==> src/rtl/mem_slave_pkg.sv <==
// Shared types and constants for the mem_slave block.
// Holds the FSM state encoding and the command encoding.
package mem_slave_pkg;

    typedef enum logic [2:0] {
        IDLE_ADDR = 3'd0,
        GET_CMD   = 3'd1,
        GET_WR    = 3'd2,
        RD_WAIT   = 3'd3,
        RD_RESP   = 3'd4
    } state_e;

    localparam logic CMD_RD = 1'b0;
    localparam logic CMD_WR = 1'b1;

    // Wide enough for any read latency in 0..15.
    localparam int CNT_W = 4;

endpackage

==> src/rtl/sp_ram.sv <==
// Single-port synchronous RAM with a registered read port.
// Array is never reset; only the read data register is.
module sp_ram
    import mem_slave_pkg::*;
#(
    parameter int A = 4,
    parameter int W = 8
) (
    input  logic         clk_i,
    input  logic         rst_i,
    input  logic         we_i,
    input  logic         re_i,
    input  logic [A-1:0] addr_i,
    input  logic [W-1:0] wdata_i,
    output logic [W-1:0] rdata_o
);

    logic [W-1:0] mem_q [2**A];
    logic [W-1:0] rdata_q;

    // Storage array: written on enabled edges, contents survive reset.
    always_ff @(posedge clk_i) begin
        if (we_i) begin
            mem_q[addr_i] <= wdata_i;
        end
    end

    // Read register: loads only when asked, so it holds otherwise.
    always_ff @(posedge clk_i or posedge rst_i) begin
        if (rst_i) begin
            rdata_q <= '0;
        end else if (re_i) begin
            rdata_q <= mem_q[addr_i];
        end
    end

    assign rdata_o = rdata_q;

endmodule

==> src/rtl/mem_slave.sv <==
// Memory slave with separate addr/cmd/wr/rd handshake phases.
// Moore FSM sequences the phases; storage lives in sp_ram.
module mem_slave
    import mem_slave_pkg::*;
#(
    parameter int A  = 4,
    parameter int W  = 8,
    parameter int RL = 2
) (
    input  logic         clk,
    input  logic         rst,
    input  logic [A-1:0] addr,
    input  logic         addr_val,
    output logic         addr_rdy,
    input  logic         cmd,
    input  logic         cmd_val,
    output logic         cmd_rdy,
    input  logic [W-1:0] wr_data,
    input  logic         wr_val,
    output logic         wr_rdy,
    output logic [W-1:0] rd_data,
    output logic         rd_val,
    input  logic         rd_rdy
);

    // Counter preload; a zero latency never uses the counter.
    localparam logic [CNT_W-1:0] RL_M1 =
        (RL > 0) ? CNT_W'(RL - 1) : '0;

    state_e           state_q, state_d;
    logic [CNT_W-1:0] cnt_q, cnt_d;
    logic [A-1:0]     addr_q, addr_d;
    // Low during reset and for one edge after, keeping rdy/val at 0.
    logic             live_q;
    logic             ram_we, ram_re;

    // State, counter, captured address and liveness flag.
    always_ff @(posedge clk or posedge rst) begin
        if (rst) begin
            state_q <= IDLE_ADDR;
            cnt_q   <= '0;
            addr_q  <= '0;
            live_q  <= 1'b0;
        end else begin
            state_q <= state_d;
            cnt_q   <= cnt_d;
            addr_q  <= addr_d;
            live_q  <= 1'b1;
        end
    end

    // Next-state logic; a phase moves only when its val and rdy are both high.
    always_comb begin
        state_d = state_q;
        cnt_d   = cnt_q;
        addr_d  = addr_q;
        ram_we  = 1'b0;
        ram_re  = 1'b0;
        if (live_q) begin
            unique case (state_q)
                IDLE_ADDR: begin
                    if (addr_val) begin
                        addr_d  = addr;
                        state_d = GET_CMD;
                    end
                end
                GET_CMD: begin
                    if (cmd_val) begin
                        if (cmd == CMD_WR) begin
                            state_d = GET_WR;
                        end else if (RL == 0) begin
                            ram_re  = 1'b1;
                            state_d = RD_RESP;
                        end else begin
                            cnt_d   = RL_M1;
                            state_d = RD_WAIT;
                        end
                    end
                end
                GET_WR: begin
                    if (wr_val) begin
                        ram_we  = 1'b1;
                        state_d = IDLE_ADDR;
                    end
                end
                RD_WAIT: begin
                    if (cnt_q == '0) begin
                        ram_re  = 1'b1;
                        state_d = RD_RESP;
                    end else begin
                        cnt_d = cnt_q - 1'b1;
                    end
                end
                RD_RESP: begin
                    if (rd_rdy) begin
                        state_d = IDLE_ADDR;
                    end
                end
                default: begin
                    state_d = IDLE_ADDR;
                end
            endcase
        end
    end

    assign addr_rdy = live_q && (state_q == IDLE_ADDR);
    assign cmd_rdy  = live_q && (state_q == GET_CMD);
    assign wr_rdy   = live_q && (state_q == GET_WR);
    assign rd_val   = live_q && (state_q == RD_RESP);

    sp_ram #(
        .A (A),
        .W (W)
    ) u_ram (
        .clk_i   (clk),
        .rst_i   (rst),
        .we_i    (ram_we),
        .re_i    (ram_re),
        .addr_i  (addr_q),
        .wdata_i (wr_data),
        .rdata_o (rd_data)
    );

endmodule

==> config.mk <==
export PLATFORM = sky130hd
export DESIGN_NAME = mem_slave
export DESIGN_NICKNAME = d
export VERILOG_FILES = /design/src/rtl/mem_slave_pkg.sv /design/src/rtl/sp_ram.sv /design/src/rtl/mem_slave.sv
export SDC_FILE = /design/constraint.sdc
export NUM_CORES = 1
export LEC_CHECK = 0
export ABC_AREA = 0
export BUFFER_PORTS_ARGS = -buffer_cell sky130_fd_sc_hd__buf_4
export CAP_MARGIN = 20
export CORE_ASPECT_RATIO = 0.6
export CORE_MARGIN = 2
export CORE_UTILIZATION = 45
export CTS_CLUSTER_DIAMETER = 50
export DETAILED_ROUTE_END_ITERATION = 6
export GPL_TIMING_DRIVEN = 0
export PLACE_DENSITY = 0.71
export SKIP_CTS_REPAIR_TIMING = 1
export SLEW_MARGIN = 5
export SYNTH_ARGS = -nofsm -noshare
export SYNTH_HDL_FRONTEND = slang
export SYNTH_SLANG_ARGS = --single-unit
export TNS_END_PERCENT = 1
==> constraint.sdc <==
create_clock -name clk -period 3 [get_ports clk]
set_input_delay 0.45 -clock clk [delete_from_list [all_inputs] [get_ports clk]]
set_output_delay 0.45 -clock clk [all_outputs]
set_load 0.02 [all_outputs]
==> results.toml, run 1 <==
[sta]
hold_viol = 0
period_share_pct = 93.2
finalSetupTns_ns = 0
tightest_slew_ns = 0.990
holdWs_ns = 0.214
skew_ns = 0.0108
finalMaxSlewViolations = 0
setup_viol = 0
fin_ws_ns = 0.204
layout_min_cycle_time_ns = 2.80
slew_headroom_pct = 33.8
rsz0062_at_grt = "false"
fmax_ghz = 0.358

[clocking]
clkSinkCount = 148
cts_tree = "built"
max-clock-path-buffers = 2
htreeDepth = 4
clkSlewWorstSetupHoldPaths_ns = 0.06
worstSkewPairLatency_ns = 0.42
cts-root-buf = "clkbuf_16"
cts_buffers = 17

[route]
ant_nets = 0
first_iter_violations = 291
drt_wl_total_um = 12300
vias_per_cell = 5.68
drc = 0
num_vias = 3097
avgRoutedWirePerCell_um = 22.5
first_pass_iters = 4

[final_layout]
utilization_pct = 54.3
area_delta_synth_final_pct = 17.1
finalNetCount = 383
drive_above_1_share_pct = 28.0
antenna_cells = 0

[floorplan]
pin_count = 31
fp.coreArea_mm2 = 0.0129
die_h_um = 93.2
row_count = 32
start_util_pct = 46.3
die_width_um = 153
die-area_mm2 = 0.0142

[power]
ir_worst_vdd_uv = 472
clockPowerShare_pct = 32.0
power_frac_comb_pct = 28.7
pwr-share-seq_pct = 39.3
p_sw_uw = 1900
p_total_uw = 6270
p_int_uw = 4370
swShare_pct = 30.3
leakage_uw = 0.00241
power_density_mw_per_mm2 = 897

[logic_synthesis]
yosys_warnings = 0
synth_commonest_cells = "128 x edfxtp_1, 23 x mux4_2, 20 x dfrtp_1, 20 x nor2_1, 11 x mux2_2"
yosysMostFrequentCell = "edfxtp_1"
synth_nets = 334
synth_top_area_share_pct = 64.3
synthAdderAreaFrac_pct = 0.419
synth_cell_types = 43
seq_area_frac_synth_pct = 72.7
syn_area_mm2 = 0.00597
async_reset_ff_share_pct = 13.5
synth.area.top_cells = "edfxtp_1 64%, mux4_2 8.7%, dfrtp_1 8.4%"
avgSynthCellArea_um2 = 19.1
synth.area.mux_share_pct = 16.2
synth_xor_area_share_pct = 0
synth-simple-area-share_pct = 5.59
synthCells = 313
synth_compound_area_share_pct = 3.14
synth_edf_count = 128
ys_seq_elements = 148
synth_flop_cell = "edfxtp_1"
synth_top_family_by_area = "multiplexers"
netlist.top_cell.by_area = "edfxtp_1"

[placed_design]
gp_congestion = 0.795
portBuffers = 30
dp_slack_ns = 0.246
dpl.hpwl_um = 8030

[flow_run]
drv_cap = 0

[critical_path]
endpoint_kind = "register"
r2r_slack_ns = 0.20
required_ns = 3.05
crit_fanout = 10
crit_path_start_kind = "register"
crit_arrival_ns = 2.84
crit_type = "reg -> reg"

[status]
status = "finished clean"

[global_routing]
grt_pass1_wl_um = 18700
grt_pass1_vias = 3063
grt_max_degree = 21
antenna_found_initial = 0
gr-total-overflow = 0
gr-usage-all-layers_pct = 18.6

[worst_hold_path]
worstHoldPathType = "in -> async"
-- metrics by stage --
step,instances,area [um^2]
floorplan,313,5970
global placement,513,6410
detailed placement,513,6440
CTS,545,7000
global route,545,7000
finish,545,7000
-- layer usage --
| metal | routed length, um | vias to the layer above | share of wire (%) | GRT usage [%] |
|---|---|---|---|---|
| met5 | 0 | - | 0 | 0 |
| met4 | 175 | 0 | 1.4 | 7.25 |
| met3 | 1010 | 16 | 8.2 | 5.61 |
| met2 | 5250 | 139 | 43 | 25.7 |
| met1 | 5820 | 1567 | 47 | 27.8 |
| li1 | - | 1375 | - | - |
-- state kept, by name, indices dropped and copies added, names as in the netlist --
name	flops
cnt_q	4
state_q	3
addr_q	4
live_q	1
u_ram.mem_q	128
u_ram.rdata_o	8
-- final timing paths --
kind / startpoint / endpoint / depth (start not counted)
worst max-delay path: addr_q[2] / u_ram.mem_q[5][2] / 4
worst min-delay path: rst / addr_q[2] / 2
worst max register to register: addr_q[2] / u_ram.mem_q[5][2] / 4
worst min register to register: u_ram.rdata_o[1] / u_ram.rdata_o[1] / 1
max in group asynchronous: rst / state_q[0] / 2
min in group clk: addr[2] / addr_q[2] / 2
-- cells by family (layout without fill, tap and decap cells) --
logic type      count (synthesis)  in the layout
compound gates                 25             25
flops                         148            148
mux                            52             52
simple gates                   63             63
buf+inv                        22             84
fa+ha+maj                       2              2
other cells                     1              1
-- critical path, cell delays in order, from the launching register on --
cell	delay (ns)
dfrtp_1	0.32
clkbuf_1	0.58
clkbuf_1	0.51
nand2b_1	0.22
nor2_1	0.79
-- layout make-up --
type	count	area (um^2)
clock buffer	19	433
inverter	5	18.8
timing repair buffer	30	225
multi-input combinational	143	1540
clock inverter	13	126
tap	170	213
fill	1026	5900
buffer	17	91.3
sequential	148	4340
-- layout by cell type (no fill, tap or decap), drive strengths merged, types with 2 or more instances in the layout --
cell / synthesis / layout
a211oi: 3 / 3
a21o: 2 / 2
a221o: 5 / 5
a22oi: 2 / 2
and2: 2 / 2
buf: 7 / 37
clkbuf: 10 / 29
clkinv: 0 / 5
clkinvlp: 0 / 3
dfrtp: 20 / 20
edfxtp: 128 / 128
ha: 2 / 2
inv: 5 / 9
mux2: 11 / 11
mux2i: 9 / 9
mux4: 32 / 32
nand2: 8 / 8
nand2b: 4 / 4
nand3: 2 / 2
nor2: 20 / 20
nor2b: 4 / 4
nor3: 6 / 6
nor3b: 6 / 6
o21ai: 5 / 5
o22ai: 2 / 2
o31ai: 2 / 2
or4: 2 / 2
-- power groups by stage --
stage	sequential, uW	combinational [uW]	clock (uW)
after floorplan	2550	1220	0
after global routing	2480	1960	2110
after global placement	2500	1750	0
after detailed placement	2510	1790	0
final	2470	1800	2010
after CTS	2470	1810	2020
(Power assumes the default switching activity.)
==> run 2: changes to the inputs <==
CTS_BUF_LIST = sky130_fd_sc_hd__clkbuf_4   (was unset)
==> run 2 against run 1 <==
  * Die area unchanged
  * Clock power decreased by 41%
  * Count of clock-buffer cells in the layout unchanged
  * Maximum frequency rose by 0.84%
==> results.toml, run 2 (synthesis results as in run 1) <==
[power]
power_density_mw_per_mm2 = 812
leakage_uw = 0.00228
ir_worst_vdd_uv = 351

[route]
avgRoutedWirePerCell_um = 22.2
ant_nets = 0
first_pass_iters = 4
drt_wl_total_um = 12100
vias_per_cell = 5.69
first_iter_violations = 318
num_vias = 3101
drc = 0

[sta]
layout_min_cycle_time_ns = 2.77
period_share_pct = 92.4
skew_ns = 0.0309
fmax_ghz = 0.361
setup_viol = 0
slew_headroom_pct = 34.1
finalMaxSlewViolations = 0
tightest_slew_ns = 0.984
finalSetupTns_ns = 0
hold_viol = 0
fin_ws_ns = 0.227
rsz0062_at_grt = "false"

[final_layout]
layout_commonest_cell = "edfxtp_1"
design_area_mm2 = 0.00671
regMostFlops = "u_ram.mem_q"
finalNetCount = 383
ff_latch_area_mm2 = 0.00434
area_delta_synth_final_pct = 12.3
fillers = 1059
largest_reg_flops = 128
antenna_cells = 0
drive_above_1_share_pct = 28.5
instances_no_fill = 545
multi_input_area_mm2 = 0.00154
most-common-layout-cells = "128 x edfxtp_1, 30 x buf_4, 23 x mux4_2"

[critical_path]
crit_chain = "clkbuf_1, clkbuf_1, nand2b_1, nor2_1"
reg2reg_from = "addr_q[2]"
slowest_stage = "nor2_1"
cp_top_family = "buffers and inverters"
path_common_cell = "clkbuf_1"
endpoint_kind = "register"
crit_fanout = 10
crit_type = "reg -> reg"
startpoint = "addr_q[2]"
required_ns = 3.15
cp_num_buf_inv = 2
crit_path_start_kind = "register"
critPathMaxStageDelay_ns = 0.77
crit_arrival_ns = 2.93

[global_routing]
grt_max_degree = 21
grt_pass1_vias = 3036
antenna_found_initial = 0
grt_pass1_wl_um = 18500
gr-total-overflow = 0
gr-usage-all-layers_pct = 18.2

[clocking]
worstSkewPairLatency_ns = 0.53
clkSlewWorstSetupHoldPaths_ns = 0.13
clkSinkCount = 148
htreeDepth = 4
cts-root-buf = "clkbuf_4"
cts_tree = "built"
cts_buffers = 17
max-clock-path-buffers = 2

[floorplan]
fp.coreArea_mm2 = 0.0129
pin_count = 31
row_count = 32
die-area_mm2 = 0.0142
die_h_um = 93.2
start_util_pct = 46.3
die_width_um = 153

[worst_hold_path]
worstHoldPathType = "in -> async"

[placed_design]
gp_congestion = 0.795
dp_slack_ns = 0.246
portBuffers = 30
dpl.hpwl_um = 8030
dp_cells = 513
placed_area_mm2 = 0.00644

[flow_run]
drv_cap = 0

[status]
status = "finished clean"
run 2: cell types whose count changed in the layout (fill, tap and decap cells not counted):
cell and change:
clkbuf_16 -17, clkbuf_1 -2, clkbuf_4 +19
run 2: path summary, 6_finish.rpt:
path | end | slack (ns) | cells past startpoint
worst max-delay path | u_ram.mem_q[5][5] | 0.23 | 4
worst min-delay path | state_q[1] | 0.09 | 2
worst max register to register | u_ram.mem_q[5][5] | 0.23 | 4
worst min register to register | u_ram.rdata_o[1] | 0.50 | 1
max in group asynchronous | state_q[0] | 2.37 | 2
min in group clk | addr_q[2] | 0.16 | 2
run 2: through the flow:
step / power (uW) / util, % / hold WS, ns
detailed placement: 4300 / 49.9 / 0.476
CTS: 5460 / 52.0 / 0.0952
global route: 5730 / 52.0 / 0.0936
global placement: 4250 / 49.7 / 0.468
floorplan: 3770 / - / 0.414
finish: 5450 / 52.0 / 0.0935
run 2: layout make-up:
cell class,count,share of cell area (%)
Inverter,5,0.280
Tap cell,170,3.17
Clock buffer,19,2.13
Buffer,17,1.36
Multi-Input combinational cell,143,23.0
Clock inverter,13,1.88
Timing Repair Buffer,30,3.36
Sequential cell,148,64.8
run 2: routing by layer:
| layer | vias up | part of all wire (%) | track usage, % |
|---|---|---|---|
| met4 | 0 | 0.60 | 3.40 |
| li1 | 1372 | - | - |
| met3 | 8 | 9.5 | 7.65 |
| met1 | 1583 | 46 | 27.4 |
| met5 | - | 0 | 0 |
| met2 | 138 | 44 | 25.1 |
run 2: report_power, final:
group          switching, uW  internal, uW  leakage, uW
Sequential              86.0          2380      0.00140
Combinational            959           840     0.000742
Clock                    744           442     0.000138
==> run 3: changes to the inputs <==
PLACE_DENSITY = 0.6   (was 0.71)
==> run 3 against run 2 <==
  * Critical path depth unchanged
  * Sequential share of layout area is 0.62 points lower
  * Critical path type unchanged
  * Power rose by 2.5%
  * Combinational power barely moved
  * Final area rose by 0.97%
  * Sequential power about the same
  * Count of clock-buffer cells in the layout unchanged
  * Global-route usage increased by 0.29 points
  * Worst hold slack got worse by 0.0081 ns
  * Final cell count is 0.37% higher
  * Die area stayed put
==> results.toml, run 3 (synthesis results as in run 1) <==
[critical_path]
crit_type = "reg -> reg"
startpoint = "addr_q[2]"
reg2reg_from = "addr_q[2]"
crit_fanout = 10
crit_arrival_ns = 2.90
endpoint_kind = "register"
required_ns = 3.15
reg2reg_to = "u_ram.mem_q[7][6]"
rr_worst_depth = 4
r2r_slack_ns = 0.25
crit_path_start_kind = "register"

[final_layout]
regMostFlops = "u_ram.mem_q"
fillers = 1066
drive_above_1_share_pct = 28.9
antenna_cells = 0
finalNetCount = 387
largest_reg_flops = 128
area_delta_synth_final_pct = 13.3
layout_commonest_cell = "edfxtp_1"
design_area_mm2 = 0.00677
most-common-layout-cells = "128 x edfxtp_1, 34 x buf_4, 23 x mux4_2"

[power]
power_density_mw_per_mm2 = 825
ir_worst_vdd_uv = 347
p_total_uw = 5580
leakage_uw = 0.00233

[flow_run]
drv_cap = 0

[sta]
period_share_pct = 91.6
rsz0062_at_grt = "false"
skew_ns = 0.0131
tightest_slew_ns = 0.982
fin_ws_ns = 0.251
finalMaxSlewViolations = 0
fmax_ghz = 0.364
hold_viol = 0
setup_viol = 0
layout_min_cycle_time_ns = 2.75
holdWs_ns = 0.0854
slew_headroom_pct = 34.3
finalSetupTns_ns = 0

[route]
avgRoutedWirePerCell_um = 22.4
first_pass_iters = 5
num_vias = 3074
ant_nets = 0
first_iter_violations = 314
drc = 0
vias_per_cell = 5.62
drt_wl_total_um = 12200

[status]
status = "finished clean"

[clocking]
worstSkewPairLatency_ns = 0.53
cts-root-buf = "clkbuf_4"
clkSinkCount = 148
max-clock-path-buffers = 2
cts_tree = "built"
htreeDepth = 4
clkSlewWorstSetupHoldPaths_ns = 0.11
cts_buffers = 17

[floorplan]
pin_count = 31
die_h_um = 93.2
start_util_pct = 46.3
die_width_um = 153
fp.coreArea_mm2 = 0.0129
row_count = 32
die-area_mm2 = 0.0142

[placed_design]
placed_area_mm2 = 0.00647
dp_slack_ns = 0.247
dpl.hpwl_um = 8370
gp_congestion = 0.783
portBuffers = 30

[global_routing]
gr-usage-all-layers_pct = 18.5
gr-total-overflow = 0
grt_max_degree = 21
grt_pass1_wl_um = 18800
antenna_found_initial = 0
grt_pass1_vias = 3119

[worst_hold_path]
worstHoldPathType = "in -> async"
==> run 3: cell types whose count changed in the layout (fill, tap and decap cells not counted), sizes merged <==
cell and change:
clkinv +2, inv -4, clkinvlp -3, buf +4
bufinv +3
==> run 3: final cells by class <==
cell class / count / area (um^2) / share of cell area [%]
buffer: 17 / 91.3 / 1.35
inverter: 5 / 18.8 / 0.277
tap: 170 / 213 / 3.14
sequential: 148 / 4340 / 64.2
timing repair buffer: 34 / 255 / 3.77
multi-input combinational: 143 / 1540 / 22.8
clock inverter: 11 / 161 / 2.38
clock buffer: 19 / 143 / 2.11
==> run 3: report_power, final <==
| part | total [uW] | internal, uW | switching [uW] |
|---|---|---|---|
| clock network | 1340 | 666 | 670 |
| logic | 1780 | 839 | 946 |
| registers | 2460 | 2380 | 87.2 |
==> run 3: layer usage <==
layer,wire [um],up-vias,GRT usage (%),part of all wire (%)
li1,-,1376,-,-
met3,666,17,5.05,5.4
met5,0,-,0,0
met4,165,0,6.10,1.3
met2,5400,76,26.7,44
met1,6010,1605,27.5,49
==> run 3: worst max-delay path, stage by stage, from the launching register on <==
cell	delay, ns
dfrtp_1	0.35
clkbuf_1	0.55
clkbuf_1	0.48
nand2b_1	0.21
nor2_1	0.78
==> run 3: worst max-delay path by stage <==
stage                               endpoint  slack (ns)  depth (start not counted)
final                      u_ram.mem_q[7][6]        0.25                          4
after global routing      u_ram.mem_q[13][5]        0.03                          4
after CTS                  u_ram.mem_q[5][6]        0.22                          4
after detailed placement   u_ram.mem_q[5][0]        0.25                          4
after global placement     u_ram.mem_q[0][4]       -0.22                          4
after floorplan            u_ram.mem_q[4][0]        0.82                          4
==> run 3: through the flow <==
| stage | utilization [%] | cells |
|---|---|---|
| global route | 52.5 | 547 |
| finish | 52.5 | 547 |
| detailed placement | 50.2 | 517 |
| floorplan | - | 313 |
| CTS | 52.5 | 547 |
| global placement | 49.7 | 513 |
